File: src/rtl/msg_scroller.sv
// msg_scroller: holds up to 16 glyph codes and scrolls a 4-glyph window onto the
// seven-segment driver bus. Define MSG_PAUSE_EN to dwell at position 0 after start and each wrap.
module msg_scroller #(
    parameter int SCROLL_DIV  = 25000000,
    parameter int PAUSE_STEPS = 3
) (
    input  logic        clk,
    input  logic        rst,
    input  logic        wr_en,
    input  logic [3:0]  wr_addr,
    input  logic [3:0]  wr_data,
    input  logic [4:0]  msg_len,
    input  logic        start,
    input  logic        stop,
    output logic [15:0] data,
    output logic        busy,
    output logic        wrap
);

    localparam logic [26:0] DIV_LAST = 27'(SCROLL_DIV - 1);

`ifdef MSG_PAUSE_EN
    localparam int          PAUSE_CYC  = PAUSE_STEPS * SCROLL_DIV;
    localparam logic [31:0] PAUSE_LAST = 32'(PAUSE_CYC - 1);
    typedef enum logic [1:0] {S_IDLE = 2'd0, S_SCROLL = 2'd1, S_PAUSE = 2'd2} state_t;
    localparam state_t S_DWELL = (PAUSE_CYC > 0) ? S_PAUSE : S_SCROLL;
`else
    typedef enum logic [1:0] {S_IDLE = 2'd0, S_SCROLL = 2'd1} state_t;
    localparam state_t S_DWELL = S_SCROLL;
`endif

    logic [3:0]  r_buf [16];
    logic [3:0]  r_ptr;
    logic [4:0]  r_len;
    logic [26:0] r_cnt;
    state_t      r_state;
    logic [15:0] r_data;
    logic        r_busy;
    logic        r_wrap;
`ifdef MSG_PAUSE_EN
    logic [31:0] r_pcnt;
`endif

    logic [3:0]  w_i1;
    logic [3:0]  w_i2;
    logic [3:0]  w_i3;
    logic [15:0] w_window;

    // A zero or oversize length means "use the whole buffer".
    function automatic logic [4:0] clamp_len(input logic [4:0] l);
        if (l == 5'd0 || l > 5'd16) begin
            clamp_len = 5'd16;
        end else begin
            clamp_len = l;
        end
    endfunction

    // Successor index modulo len; valid for any len >= 1 because cur < len.
    function automatic logic [3:0] next_idx(input logic [3:0] cur, input logic [4:0] len);
        logic [4:0] inc;
        inc = {1'b0, cur} + 5'd1;
        if (inc == len) begin
            next_idx = 4'd0;
        end else begin
            next_idx = inc[3:0];
        end
    endfunction

    assign data = r_data;
    assign busy = r_busy;
    assign wrap = r_wrap;

    // Window indices, chained so short messages repeat across all four digits.
    always_comb begin
        w_i1     = next_idx(r_ptr, r_len);
        w_i2     = next_idx(w_i1, r_len);
        w_i3     = next_idx(w_i2, r_len);
        w_window = {r_buf[r_ptr], r_buf[w_i1], r_buf[w_i2], r_buf[w_i3]};
    end

    // Message buffer; writes are accepted in every state.
    always_ff @(posedge clk) begin
        if (rst) begin
            for (int i = 0; i < 16; i++) begin
                r_buf[i] <= 4'h4;
            end
        end else if (wr_en) begin
            r_buf[wr_addr] <= wr_data;
        end else begin
            r_buf <= r_buf;
        end
    end

    // Output register for the display bus.
    always_ff @(posedge clk) begin
        if (rst) begin
            r_data <= 16'h4444;
        end else begin
            r_data <= w_window;
        end
    end

    // Scroll FSM; stop outranks start in every state.
    always_ff @(posedge clk) begin
        if (rst) begin
            r_state <= S_IDLE;
            r_ptr   <= 4'd0;
            r_len   <= 5'd16;
            r_cnt   <= 27'd0;
            r_busy  <= 1'b0;
            r_wrap  <= 1'b0;
`ifdef MSG_PAUSE_EN
            r_pcnt  <= 32'd0;
`endif
        end else begin
            r_wrap <= 1'b0;
            if (stop) begin
                r_state <= S_IDLE;
                r_busy  <= 1'b0;
                r_cnt   <= 27'd0;
            end else if (start) begin
                r_state <= S_DWELL;
                r_busy  <= 1'b1;
                r_ptr   <= 4'd0;
                r_cnt   <= 27'd0;
                r_len   <= clamp_len(msg_len);
`ifdef MSG_PAUSE_EN
                r_pcnt  <= 32'd0;
`endif
            end else begin
                case (r_state)
                    S_IDLE: begin
                        r_busy <= 1'b0;
                    end
                    S_SCROLL: begin
                        if (r_cnt == DIV_LAST) begin
                            r_cnt <= 27'd0;
                            if (r_len <= 5'd4) begin
                                r_ptr <= 4'd0;
                            end else if ({1'b0, r_ptr} == r_len - 5'd1) begin
                                r_ptr   <= 4'd0;
                                r_wrap  <= 1'b1;
                                r_state <= S_DWELL;
`ifdef MSG_PAUSE_EN
                                r_pcnt  <= 32'd0;
`endif
                            end else begin
                                r_ptr <= r_ptr + 4'd1;
                            end
                        end else begin
                            r_cnt <= r_cnt + 27'd1;
                        end
                    end
`ifdef MSG_PAUSE_EN
                    S_PAUSE: begin
                        if (r_pcnt == PAUSE_LAST) begin
                            r_state <= S_SCROLL;
                            r_cnt   <= 27'd0;
                            r_pcnt  <= 32'd0;
                        end else begin
                            r_pcnt <= r_pcnt + 32'd1;
                        end
                    end
`endif
                    default: begin
                        r_state <= S_IDLE;
                        r_busy  <= 1'b0;
                    end
                endcase
            end
        end
    end

endmodule

File: config.mk
export PLATFORM = sky130hd
export DESIGN_NAME = msg_scroller
export DESIGN_NICKNAME = d
export VERILOG_FILES = /design/src/rtl/msg_scroller.sv
export SDC_FILE = /design/constraint.sdc
export NUM_CORES = 1
export LEC_CHECK = 0
export CAP_MARGIN = 20
export CELL_PAD_IN_SITES_DETAIL_PLACEMENT = 1
export CELL_PAD_IN_SITES_GLOBAL_PLACEMENT = 2
export CORE_ASPECT_RATIO = 0.7
export CORE_MARGIN = 3
export CORE_UTILIZATION = 32
export CTS_CLUSTER_DIAMETER = 80
export CTS_CLUSTER_SIZE = 25
export DETAILED_ROUTE_END_ITERATION = 16
export PLACE_DENSITY_LB_ADDON = 0.1
export SETUP_SLACK_MARGIN = 0.15
export SKIP_CTS_REPAIR_TIMING = 1
export SLEW_MARGIN = 20
export SYNTH_ARGS = -nofsm -noshare
export SYNTH_HDL_FRONTEND = slang
export SYNTH_SLANG_ARGS = --single-unit
File: constraint.sdc
create_clock -name clk -period 6.7 [get_ports clk]
set_input_delay 0.67 -clock clk [delete_from_list [all_inputs] [get_ports clk]]
set_output_delay 0.67 -clock clk [all_outputs]
set_load 0.1 [all_outputs]
==> metrics.json <==
{
  "status": {"value": "finished clean"},
  "cts-buffers-inserted": {"value": 17},
  "critPathKind": {"value": "reg2reg"},
  "power-per-cell-area": {"value": 218.5, "unit": "nW/um^2"},
  "synth_top_area_share": {"value": 0.3104},
  "timing.max_cap.violations": {"value": 0},
  "detailedRoute.firstPassIterationCount": {"value": 5},
  "synthesis.yosys.warnings": {"value": 0},
  "buffer_ports.inserted": {"value": 35},
  "grt_antenna_before_repair": {"value": 1},
  "synth.yosys.seq_area_share": {"value": 0.3104},
  "combined_area_of_all_synthesized_cells": {"value": 7675, "unit": "sq um"},
  "grt-ovfl-total": {"value": 0},
  "flow.area_growth_from_synthesis": {"value": 17.33, "unit": "%"},
  "clock_tree_from_tritoncts": {"value": "built"},
  "finalCriticalPeriod": {"value": 6.164, "unit": "ns"},
  "post-synth-top-area-cell": {"value": "dfxtp_1"},
  "htree_levels": {"value": 4},
  "multiInputGateArea": {"value": 4954, "unit": "sq um"},
  "coreArea": {"value": 23080, "unit": "sq um"},
  "synth-main-ff-cell": {"value": "dfxtp_1"},
  "gp_congestion": {"value": 0.9492},
  "num_antenna_cells": {"value": 0},
  "crit_fanout": {"value": 12},
  "synth.cells.most_frequent": {"value": "nand2_1, nor2_1, dfxtp_1"},
  "syn_area_per_cell": {"value": 8.623, "unit": "sq um"},
  "max_clock_freq": {"value": 0.1622, "unit": "GHz"},
  "synthDistinctLibCells": {"value": 77},
  "ctsRootBufferMaster": {"value": "clkbuf_16"},
  "numClockSinks": {"value": 119},
  "antenna_violation_net_count_after_detailed_routing": {"value": 0},
  "worstPathArrival": {"value": 6.48, "unit": "ns"},
  "wl_per_cell": {"value": 24.43, "unit": "um"},
  "die_w": {"value": 191.1, "unit": "um"},
  "syn_nets": {"value": 915},
  "initial_core_util": {"value": 0.3325},
  "die_area": {"value": 25910, "unit": "sq um"},
  "layout.area.seq": {"value": 2385, "unit": "sq um"},
  "vias": {"value": 7194},
  "grt_usage": {"value": 0.2390},
  "finalHoldViolations": {"value": 0},
  "later_pin_clock_latency_in_the_skew_report": {"value": 0.44, "unit": "ns"},
  "row_count": {"value": 46},
  "syn-instance-count": {"value": 890},
  "top_cell_by_count_worst_path": {"value": "buf_4"},
  "setup_repair_after_global_routing_missed_its_margin": {"value": "false"},
  "num-nets-final": {"value": 941},
  "worst_setup_path_end_kind": {"value": "flop"},
  "slew_headroom": {"value": 0.2372},
  "dp_hpwl": {"value": 21770, "unit": "um"},
  "ioPinCount": {"value": 36},
  "max_stage_delay": {"value": 0.50, "unit": "ns"},
  "setup_ws": {"value": 0.5361, "unit": "ns"},
  "max_slew.worst_pin.slew": {"value": 1.140, "unit": "ns"},
  "routed_via_count_divided_by_cell_count": {"value": 5.797},
  "drt_iter0_markers": {"value": 558},
  "first_pass_grt_wire_length": {"value": 46000, "unit": "um"},
  "post-route-drc-count": {"value": 0},
  "ys_ff_latch": {"value": 119},
  "critPathLaunchType": {"value": "flop"},
  "number_of_global_route_vias_before_repair": {"value": 7257},
  "ys_top_cells_by_area": {"value": "dfxtp_1, mux2i_1, mux4_2, nand2_1, nor2_1"},
  "part_of_the_cycle_the_worst_path_needs": {"value": 0.9200},
  "worst_hold_path_type": {"value": "reg2reg"},
  "dieHeight": {"value": 135.6, "unit": "um"},
  "yosys.cell_count.top_type": {"value": "nand2_1"},
  "synth_edf_count": {"value": 0},
  "drt_wl_total": {"value": 30320, "unit": "um"},
  "worst_r2r_startpoint": {"value": "r_ptr[0]$_SDFFE_PP0P_"},
  "dpl-instance-area": {"value": 8333, "unit": "sq um"},
  "largest_net_degree_at_the_start_of_global_routing": {"value": 58},
  "final_layout_size_suffix_gt1_frac": {"value": 0.1389},
  "pre_cts_ws": {"value": 0.1345, "unit": "ns"},
  "nFillCells": {"value": 2675},
  "ir_worst_vdd": {"value": 0.1751, "unit": "mV"},
  "leakagePower": {"value": 3.288, "unit": "nW"},
  "worst_ep_required": {"value": 7.01, "unit": "ns"},
  "fin_tns_setup": {"value": 0, "unit": "ns"},
  "setup_viol": {"value": 0},
  "post-route-cell-area": {"value": 9005, "unit": "sq um"},
  "final.setup_skew": {"value": 0.009548, "unit": "ns"},
  "min_from": {"value": "busy$_SDFFE_PP0P_"},
  "final_max_slew_viol_count": {"value": 0},
  "worst_setup_hold_path_clk_slew": {"value": 0.06, "unit": "ns"},
  "cts_max_path_bufs": {"value": 2},
  "slowest_stage": {"value": "or4_4"},
  "share_of_synthesized_flip_flops_with_an_asynchronous_set_or_reset": {"value": 0},
  "crit_path_start": {"value": "r_ptr[0]$_SDFFE_PP0P_"}
}
area by class of cell:
type,instances,area share
Tap cell,312,0.04335
Timing Repair Buffer,70,0.06892
Clock buffer,18,0.04877
Clock inverter,14,0.01667
Multi-Input combinational cell,693,0.5501
Inverter,15,0.007364
Sequential cell,119,0.2648
sequential cells by signal (all words and copies together) (netlist names):
name / cells
data: 16
r_buf: 64
busy: 1
r_cnt: 27
r_ptr: 4
wrap: 1
r_state: 1
r_len: 5
metrics by stage:
stage	util	hold WS [ns]	power [mW]	instances
after global placement	0.3611	0.4567	1.030	1203
after floorplan	-	0.4683	0.9410	890
after detailed placement	0.3611	0.4676	1.035	1203
after CTS	0.3866	0.4818	1.978	1235
final	0.3902	0.4721	1.967	1241
after global routing	0.3902	0.5287	2.038	1241
critical path, delay by kind of cell, from the launching register on:
kind,cells,cell delay [ns]
and+or+nand+nor,8,1.95
AOI/OAI and AO/OA,10,1.84
buffers and inverters,6,0.92
adders and majority gates,2,0.68
DFF,1,0.34
xor gates and xnor gates,2,0.30
power by group:
group / switching [mW] / total [mW] / internal (mW)
clock: 0.381 / 0.941 / 0.560
sequential: 0.0149 / 0.735 / 0.720
combinational: 0.192 / 0.291 / 0.0988
logic make-up (layout without fill, tap and decap cells):
family	Yosys count	in the layout	share of synthesized area
AND/OR/NAND/NOR	371	371	0.2230
AO/OA/AOI/OAI	150	150	0.1404
multiplexers	120	120	0.2095
flip-flops	119	119	0.3104
buffers and inverters	78	117	0.04809
XOR/XNOR	45	45	0.05722
adder cells (fa/ha/maj)	7	7	0.01141
path summary, 6_finish.rpt:
| check | endpoint | slack (ns) | cells after the start |
|---|---|---|---|
| worst max-delay path | data[0]$_SDFF_PP0_ | 0.54 | 28 |
| worst min-delay path | busy$_SDFFE_PP0P_ | 0.47 | 1 |
| worst max register to register | data[0]$_SDFF_PP0_ | 0.54 | 28 |
| worst min register to register | busy$_SDFFE_PP0P_ | 0.47 | 1 |
metal layers:
layer,track usage,share of wire,vias to the layer above
li1,-,-,3269
met1,0.3535,0.49,3645
met2,0.3335,0.41,248
met3,0.07189,0.083,32
met4,0.06640,0.017,0
met5,0,0,-
cells in the final DEF, fill, tap and decap left out, drive strengths merged, types with 4 or more instances in the layout:
master	Yosys	routed
dfxtp	119	119
xnor2	20	20
o211ai	12	12
clkdlybuf4s50	0	34
xor2	25	25
or3	4	4
ha	7	7
o21a	6	6
mux2i	80	80
nand4	9	9
nand2b	12	12
nor3	13	13
a221oi	4	4
and2	4	4
nand3b	4	4
and4	4	4
inv	15	18
and3	16	16
a311oi	16	16
a21oi	29	29
a211oi	9	9
mux4	31	31
nor2	120	120
nand3	37	37
clkbuf	43	18
buf	20	36
mux2	9	9
nor2b	7	7
or2	5	5
nor3b	5	5
a211o	7	7
clkinv	0	6
o21ai	30	30
nand2	122	122
Power figures use the tool's default switching activity.
